### src/rtl/fetch_unit_if.sv
// Instruction-memory fetch bus: request/address out, one-cycle ack with read data back.
interface fetch_unit_if;
    logic        req;
    logic [31:0] addr;
    logic        ack;
    logic [31:0] rdata;

    modport master (output req, output addr, input ack, input rdata);
    modport slave  (input req, input addr, output ack, output rdata);
endinterface

### src/rtl/fetch_unit.sv
// Instruction-fetch stage plus IF/ID pipeline register.
// Fetches one word per cycle at most over a req/ack bus, redirects on taken
// jumps/branches, and supports decode stalls.
// Build option: DELAY_SLOT_EN keeps the word fetched behind a taken redirect
// (MIPS delay slot); without it that word is squashed.
//
// state   | meaning
// IDLE    | first cycle out of reset, no request
// FETCH   | request asserted at pc
// HOLD    | word fetched during a stall, parked until decode accepts it
// DISCARD | stale fetch still in flight after a redirect (squash build only)
module fetch_unit #(
    parameter logic [31:0] RESET_PC = 32'h0000_0000
) (
    input  logic         clk,
    input  logic         reset,
    fetch_unit_if.master imem,
    input  logic         stall,
    input  logic [1:0]   jump,
    input  logic [1:0]   branch,
    input  logic         zero,
    input  logic [31:0]  jr_target,
    output logic [31:0]  if_id_instr,
    output logic [31:0]  if_id_pc4,
    output logic         if_id_valid,
    output logic [5:0]   opcode
);

`ifdef DELAY_SLOT_EN
    typedef enum logic [1:0] {IDLE, FETCH, HOLD} state_t;
`else
    typedef enum logic [1:0] {IDLE, FETCH, HOLD, DISCARD} state_t;
`endif

    state_t      state, state_d;
    logic [31:0] pc, pc_d, pc_plus4;
    logic [31:0] hold_word, hold_d;
    logic [31:0] pend_target, pend_target_d;
    logic        pend_valid, pend_valid_d;
    logic [31:0] instr_d, pc4_d;
    logic        valid_d;
    logic        jump_hit, branch_hit, taken;
    logic [31:0] target;
`ifdef DELAY_SLOT_EN
    logic [31:0] pc_after_word;
`endif

    assign pc_plus4  = pc + 32'd4;
    assign imem.addr = pc;
    assign opcode    = if_id_instr[31:26];

    // Redirect decision and target for the instruction sitting in IF/ID; jump beats branch.
    always_comb begin
        jump_hit   = (jump == 2'b01) || (jump == 2'b10);
        branch_hit = ((branch == 2'b10) && zero) || ((branch == 2'b11) && !zero);
        taken      = if_id_valid && !stall && (jump_hit || branch_hit);
        if (jump == 2'b01)
            target = {if_id_pc4[31:28], if_id_instr[25:0], 2'b00};
        else if (jump == 2'b10)
            target = jr_target;
        else
            target = if_id_pc4 + {{14{if_id_instr[15]}}, if_id_instr[15:0], 2'b00};
    end

`ifdef DELAY_SLOT_EN
    // Address following a word loaded into IF/ID: a fresh or latched redirect overrides pc+4.
    always_comb begin
        if (taken)
            pc_after_word = target;
        else if (pend_valid)
            pc_after_word = pend_target;
        else
            pc_after_word = pc_plus4;
    end
`endif

    // State register.
    always_ff @(posedge clk) begin
        if (reset)
            state <= IDLE;
        else
            state <= state_d;
    end

    // Next-state logic.
    always_comb begin
        state_d = state;
        case (state)
            IDLE: state_d = FETCH;
            FETCH: begin
`ifdef DELAY_SLOT_EN
                if (imem.ack && stall)
                    state_d = HOLD;
`else
                if (imem.ack && stall)
                    state_d = HOLD;
                else if (!imem.ack && taken)
                    state_d = DISCARD;
`endif
            end
            HOLD: begin
                if (!stall)
                    state_d = FETCH;
            end
`ifdef DELAY_SLOT_EN
            default: state_d = IDLE;
`else
            DISCARD: begin
                if (imem.ack)
                    state_d = FETCH;
            end
            default: state_d = IDLE;
`endif
        endcase
    end

    // Request output and next values for pc, IF/ID, hold word and pending redirect.
    // IF/ID advances every unstalled cycle, so it becomes a bubble unless a word is loaded.
    always_comb begin
        imem.req      = 1'b0;
        pc_d          = pc;
        instr_d       = if_id_instr;
        pc4_d         = if_id_pc4;
        valid_d       = if_id_valid;
        hold_d        = hold_word;
        pend_valid_d  = pend_valid;
        pend_target_d = pend_target;
        if (!stall) begin
            instr_d = 32'h0;
            valid_d = 1'b0;
        end
        case (state)
            FETCH: begin
                imem.req = 1'b1;
`ifdef DELAY_SLOT_EN
                if (imem.ack) begin
                    if (stall) begin
                        hold_d = imem.rdata;
                    end else begin
                        instr_d      = imem.rdata;
                        pc4_d        = pc_plus4;
                        valid_d      = 1'b1;
                        pc_d         = pc_after_word;
                        pend_valid_d = 1'b0;
                    end
                end else if (taken) begin
                    pend_valid_d  = 1'b1;
                    pend_target_d = target;
                end
`else
                if (imem.ack) begin
                    if (taken) begin
                        pc_d = target;
                    end else if (stall) begin
                        hold_d = imem.rdata;
                    end else begin
                        instr_d = imem.rdata;
                        pc4_d   = pc_plus4;
                        valid_d = 1'b1;
                        pc_d    = pc_plus4;
                    end
                end else if (taken) begin
                    pend_valid_d  = 1'b1;
                    pend_target_d = target;
                end
`endif
            end
            HOLD: begin
                if (!stall) begin
`ifdef DELAY_SLOT_EN
                    instr_d      = hold_word;
                    pc4_d        = pc_plus4;
                    valid_d      = 1'b1;
                    pc_d         = pc_after_word;
                    pend_valid_d = 1'b0;
`else
                    if (taken) begin
                        pc_d = target;
                    end else begin
                        instr_d = hold_word;
                        pc4_d   = pc_plus4;
                        valid_d = 1'b1;
                        pc_d    = pc_plus4;
                    end
`endif
                end
            end
`ifdef DELAY_SLOT_EN
            default: ;
`else
            DISCARD: begin
                imem.req = 1'b1;
                if (imem.ack) begin
                    pc_d         = pend_target;
                    pend_valid_d = 1'b0;
                end
            end
            default: ;
`endif
        endcase
    end

    // Datapath registers.
    always_ff @(posedge clk) begin
        if (reset) begin
            pc          <= RESET_PC;
            if_id_instr <= 32'h0;
            if_id_pc4   <= 32'h0;
            if_id_valid <= 1'b0;
            hold_word   <= 32'h0;
            pend_valid  <= 1'b0;
            pend_target <= 32'h0;
        end else begin
            pc          <= pc_d;
            if_id_instr <= instr_d;
            if_id_pc4   <= pc4_d;
            if_id_valid <= valid_d;
            hold_word   <= hold_d;
            pend_valid  <= pend_valid_d;
            pend_target <= pend_target_d;
        end
    end

endmodule

### src/flat_wrapper.sv
// flat-port wrapper written by rule: the top's interface ports become plain ports
module fetch_unit_flat 
#(
    parameter logic [31:0] RESET_PC = 32'h0000_0000
)
  (clk, reset, stall, jump, branch, zero, jr_target, if_id_instr, if_id_pc4, if_id_valid, opcode, imem_req, imem_addr, imem_ack, imem_rdata);
  fetch_unit_if imem_i ();
  input  logic clk;
  input  logic reset;
  input  logic stall;
  input  logic [1:0] jump;
  input  logic [1:0] branch;
  input  logic zero;
  input  logic [31:0] jr_target;
  output logic [31:0] if_id_instr;
  output logic [31:0] if_id_pc4;
  output logic if_id_valid;
  output logic [5:0] opcode;
  output wire logic [$bits(imem_i.req)-1:0] imem_req;
  output wire logic [$bits(imem_i.addr)-1:0] imem_addr;
  input wire logic [$bits(imem_i.ack)-1:0] imem_ack;
  input wire logic [$bits(imem_i.rdata)-1:0] imem_rdata;
  assign imem_req = imem_i.req;
  assign imem_addr = imem_i.addr;
  assign imem_i.ack = imem_ack;
  assign imem_i.rdata = imem_rdata;
  fetch_unit #(.RESET_PC(RESET_PC)) u_core (.clk(clk), .reset(reset), .imem(imem_i), .stall(stall), .jump(jump), .branch(branch), .zero(zero), .jr_target(jr_target), .if_id_instr(if_id_instr), .if_id_pc4(if_id_pc4), .if_id_valid(if_id_valid), .opcode(opcode));
endmodule
### config.mk
export PLATFORM = sky130hd
export DESIGN_NAME = fetch_unit_flat
export DESIGN_NICKNAME = d
export VERILOG_FILES = /design/src/rtl/fetch_unit_if.sv /design/src/rtl/fetch_unit.sv /design/src/flat_wrapper.sv
export SDC_FILE = /design/constraint.sdc
export NUM_CORES = 1
export LEC_CHECK = 0
export BUFFER_PORTS_ARGS = -buffer_cell sky130_fd_sc_hd__buf_2
export CORE_AREA = 2 2 138 140
export DETAILED_ROUTE_END_ITERATION = 8
export DIE_AREA = 0 0 140 142
export PLACE_DENSITY = 0.74
export REMOVE_ABC_BUFFERS = 1
export SYNTH_ARGS = -nofsm -noshare
export SYNTH_HDL_FRONTEND = slang
export SYNTH_SLANG_ARGS = --single-unit
### constraint.sdc
create_clock -name clk -period 4.3 [get_ports clk]
set_clock_uncertainty 0.15 [all_clocks]
set_input_delay 0.43 -clock clk [delete_from_list [all_inputs] [get_ports clk]]
set_output_delay 0.43 -clock clk [all_outputs]
set_load 0.05 [all_outputs]
-- After elaboration in Yosys (flattened, before gate mapping)
Cells that the tools add are included.
W data, S select, Z words.
- register bits: 163
- logic and storage cells: 81
- bits in writable memories: 0
- latch bits: 0
- output and inout bits: 104
- ROM bits: 0
- input port bits: 73
- memories: 0
- $lt $le $gt $ge: 0
- reduce and logical (&&, ||, !) cells: 21
- div/mod/pow operators: 0
- mux-type cells: 34
- shift operators: 0
- bitwise logic cells: 2
- equal/unequal tests: 15
- multiply operators: 0
- add/subtract/negate cells: 2
- operator list (operator ; number):
    $mux W32 ; 18
    $pmux W32 S2 ; 2
    $pmux W32 S3 ; 1
    $add A32 B3 Y32 const B ; 1
    $add A32 B32 Y32 ; 1
    $ne A2 B2 Y1 const B ; 6
    $eq A2 B2 Y1 const B ; 5
    $mux W2 ; 4
    $pmux W2 S4 ; 1
    $mux W1 ; 7
    $logic_and A1 B1 Y1 ; 6
    $reduce_and A3 Y1 ; 2
    $reduce_and A6 Y1 ; 1
    $reduce_and A5 Y1 ; 1
    $eq A2 B1 Y1 const B ; 2
    $reduce_and A4 Y1 ; 1
    $logic_not A1 Y1 ; 3
    $logic_or A1 B1 Y1 ; 3
    $ne A3 B1 Y1 const B ; 1
    $ne A3 B2 Y1 const B ; 1
    $reduce_bool A3 Y1 ; 1
    $logic_not A2 Y1 ; 1
    $not A1 Y1 ; 2
    $pmux W1 S2 ; 1
    2 further kinds ; 2

-- Depth between registers and ports, before layout
- depth after elaboration: 9
- depth in mapped cells: 12
- depth with buffers taken out: 11

-- Worst setup path after synthesis
OpenSTA, ideal clock, no wires.
- kind: flip-flop to flip-flop
- from: register u_core.if_id_instr[15]
- to: register u_core.pc[28] (netlist: u_core.imem.addr[28])
- path slack: 995 ps
- path buffers: 1
- setup time: 132 ps
- cell stages (with the launch flop): 12
- arrival: 3023 ps
- required time: 4018 ps
- clock period less this slack: 3305 ps
- cells stage by stage: dfxtp_1 ha_1 clkbuf_1 a21o_1 a211oi_1 a21o_1 o21ai_1 a31oi_1 xor2_1 o21ai_1 a221oi_1 nor3_1
- longest elaborated chain between the ends: 6
- elaborated cells on any way between the ends: 8
- those cells by class: 1 x add/sub; 7 x mux
- RTL lines (element ; line ; RTL):
    start: declaration ; fetch_unit.sv:23 ; output logic [31:0] if_id_instr,
    start signal: assignment ; fetch_unit.sv:215 ; if_id_instr <= instr_d;
    $add A32 B32 Y32 * ; fetch_unit.sv:62 ; target = if_id_pc4 + {{14{if_id_instr[15]}}, if_id_instr[15:0], 2'b00};
    $mux W32 * ; fetch_unit.sv:59 ; else if (jump == 2'b10)
    $mux W32 * ; fetch_unit.sv:57 ; if (jump == 2'b01)
    $mux W32, on equally long branches ; fetch_unit.sv:177, fetch_unit.sv:152 ;
    $mux W32, on equally long branches ; fetch_unit.sv:169, fetch_unit.sv:151 ;
    $pmux W32 S3 * ; fetch_unit.sv:132 ; case (state)
    end signal: assignment ; fetch_unit.sv:214 ; pc <= pc_d;
    end: declaration ; fetch_unit.sv:36 ; logic [31:0] pc, pc_d, pc_plus4;
Mark *: on every way between the ends. The rest lies on a longest branch, timed or not. The select of a mux whose other input is x is not followed.
A chain may end at the register's enable or synchronous reset.

-- Final worst setup path
- from: register u_core.if_id_instr[0]
- to: register u_core.pend_target[30]
- longest elaborated chain between the ends: 3
- RTL lines (element ; line ; RTL):
    $add A32 B32 Y32 ; fetch_unit.sv:62 ;
    $mux W32 ; fetch_unit.sv:59 ;
    $mux W32 ; fetch_unit.sv:57 ;
    end signal: assignment ; fetch_unit.sv:220 ; pend_target <= pend_target_d;
    end: declaration ; fetch_unit.sv:38 ; logic [31:0] pend_target, pend_target_d;
No other way between the ends.

==> reports/metrics.yaml <==
outcome:
  outcome: "finished, violations left"
  violations: "DRC"
worst_setup_path:
  cpMostUsedCell: "o211ai_1"
  endpoint_kind: "flop"
  worst_path_max_delay_cell: "fa_1"
  cp.arrival_ps: 3520
  slowest_delay_ps: 430
  required_ps: 4490
  cp_top_family: "compound AO/OA/AOI/OAI gates"
  crit_type: "reg2reg"
  critPathMaxFanout: 6
  crit_buf_inv: 0
  startpoint_type: "flop"
  crit_chain: "ha_1 -> fa_1 -> a21o_1 -> a221oi_2 -> o2111a_1 -> o211ai_1 -> a41oi_1 -> xor2_1 -> o211ai_1 -> o21ai_1 -> o31ai_1"
finish:
  nNetsFinal: 1539
  final_cell_mix: "174 x buf_2, 171 x a21oi_1, 168 x nand2_1"
  stdcell_count: 1674
  drive_gt1_share_pct: 17.5
  nFillCells: 1661
  final_common_cell: "buf_2"
  ff_latch_area_mm2: 0.00326
  multi_input_area_mm2: 0.00613
  design_area_mm2: 0.0115
  synthToLayoutAreaGrowth_pct: 15.6
  diodes: 0
hold_path:
  min_path_type: "in2reg"
cts:
  cts_buffer_depth: 2
  insertion_delay_ps: 430
  root_buffer: "clkbuf_16"
  cts_resized: 0
  cts.sinks: 163
  cts_buffers: 17
  tritoncts: "done"
  post_cts_buffers: 0
  clk_pin_slew_ps: 60
  cts-hold-fix-buffers: 0
  htree_levels: 4
yosys:
  synth_edf_count: 0
  avgSynthCellArea_um2: 7.49
  ys_seq_area_share_pct: 32.9
  async_flop_share_pct: 0
  mappedNetlistArea_mm2: 0.00991
  ys_ff_latch: 163
  synth_ff_type: "dfxtp_1"
  synth.distinct_cells: 69
  ys_warn_count: 0
  syn-instance-count: 1323
timing:
  max-slew-margin-rel_pct: 47.5
  slew_violations: 0
  hold_viol_final: 0
  worstMarginPinSlew_ps: 784
  fmax_ghz: 0.301
  setup_viol: 0
  tns_ps: 0
  layout_min_cycle_time_ps: 3330
  period_share_pct: 77.4
  rsz0062_at_grt: "false"
global_routing:
  antenna_found_initial: 0
  grt_pass1_vias: 9455
  grt_max_degree: 81
  track_usage_pct: 30.9
  gr-total-overflow: 0
  grt_pass1_wl_mm: 49.1
place:
  place_area_mm2: 0.0109
  placed_cells: 1644
  gp_congestion: 0.976
  hpwl_mm: 20.8
  io_buffers: 176
power:
  peakVddDrop_v: 0.000321
  leakage_nw: 4.72
  finalPower_w: 0.00501
  powerDensity_mw_per_mm2: 437
routing:
  viasPerCell: 6.12
  ant_nets: 0
  routedWlPerCell_um: 18.5
  dr.pass1.iters: 8
  vias: 10200
  wirelength_mm: 31.0
  post-route-drc-count: 11
  drtIter0Drc: 807
floorplan:
  start_util_pct: 53.7
  die-area_mm2: 0.0199
  placementRows: 50
  pin_count: 177
  dieWidth_um: 140
  core_mm2: 0.0185
  die_y_um: 142
run:
  max_cap_viol_count: 0
==> where the power goes <==
group	internal [W]	switching, W	total, W
clock	0.000959	0.000630	0.00159
combinational	0.000486	0.00113	0.00162
sequential	0.00164	0.000161	0.00180
==> synthesized netlist by cell type (22+ instances only) <==
library cell | count | area share (%)
nand2_1 | 168 | 6.4
xnor2_1 | 32 | 2.8
a211oi_1 | 36 | 2.7
nor2_1 | 149 | 5.6
a21oi_1 | 172 | 8.7
ha_1 | 36 | 4.5
mux2i_1 | 22 | 2.2
nor3_1 | 57 | 2.9
a22oi_1 | 36 | 2.7
a22o_1 | 32 | 2.8
o21ai_0 | 42 | 2.1
nand3_1 | 30 | 1.5
clkbuf_1 | 96 | 3.6
dfxtp_1 | 163 | 33
==> stage by stage <==
| step | hold WS (ps) | setup slack (ps) | util, % |
|---|---|---|---|
| 2_1_floorplan | 271 | -840 | - |
| 3_3_place_gp | 285 | 1090 | 58.8 |
| 3_5_place_dp | 291 | 1020 | 58.8 |
| 4_1_cts | 83.2 | 1000 | 62.1 |
| 5_1_grt | 89.8 | 801 | 62.1 |
| 6_report | 95.5 | 973 | 62.1 |
==> area by class of cell <==
| class | count | area share [%] |
|---|---|---|
| multi-input combinational | 1027 | 53.5 |
| tap | 234 | 2.56 |
| inverter | 20 | 0.656 |
| timing repair buffer | 200 | 9.53 |
| clock buffer | 23 | 4.17 |
| clock inverter | 7 | 1.08 |
| sequential | 163 | 28.5 |
==> state kept, by name (all words and copies together), names as in the netlist <==
signal              count
u_core.hold_word       32
u_core.pend_target     32
u_core.if_id_pc4       32
u_core.if_id_instr     32
u_core.if_id_valid      1
u_core.imem.addr       32
u_core.state            2
==> path summary, 6_finish.rpt <==
path | start | slack [ps] | end | depth (start not counted)
setup reg to reg | u_core.if_id_instr[0]$_SDFF_PP0_ | 970 | u_core.pend_target[30]$_SDFFE_PP0P_ | 11
hold / removal | imem_rdata[28] | 100 | u_core.hold_word[28]$_SDFFE_PP0P_ | 3
hold reg to reg | u_core.pend_target[11]$_SDFFE_PP0P_ | 300 | u_core.pend_target[11]$_SDFFE_PP0P_ | 2
setup / recovery | u_core.if_id_instr[0]$_SDFF_PP0_ | 970 | u_core.pend_target[30]$_SDFFE_PP0P_ | 11
==> tightest hold or removal path: cells and delay by family <==
kind / cells / cell delay [ps]
AOI/OAI and AO/OA: 1 / 50
buffers and inverters: 1 / 100
and+or+nand+nor: 1 / 50
==> per-layer routing <==
| layer | part of all wire (%) | vias up | track usage, % | wire length [um] |
|---|---|---|---|---|
| li1 | - | 4956 | - | - |
| met3 | 8.7 | 61 | 4.95 | 2690 |
| met1 | 42 | 4764 | 40.6 | 13100 |
| met2 | 47 | 458 | 51.0 | 14400 |
| met4 | 2.7 | 0 | 12.4 | 837 |
| met5 | 0 | - | 0 | 0 |
==> cells by family after synthesis <==
| logic type | synth area share [%] |
|---|---|
| flip-flops | 32.9 |
| XOR/XNOR | 4.51 |
| AND/OR/NAND/NOR | 21.6 |
| adder cells (fa/ha/maj) | 4.75 |
| AO/OA/AOI/OAI | 28.5 |
| buffers and inverters | 5.44 |
| multiplexers | 2.22 |
Power figures use the tool's default switching activity.
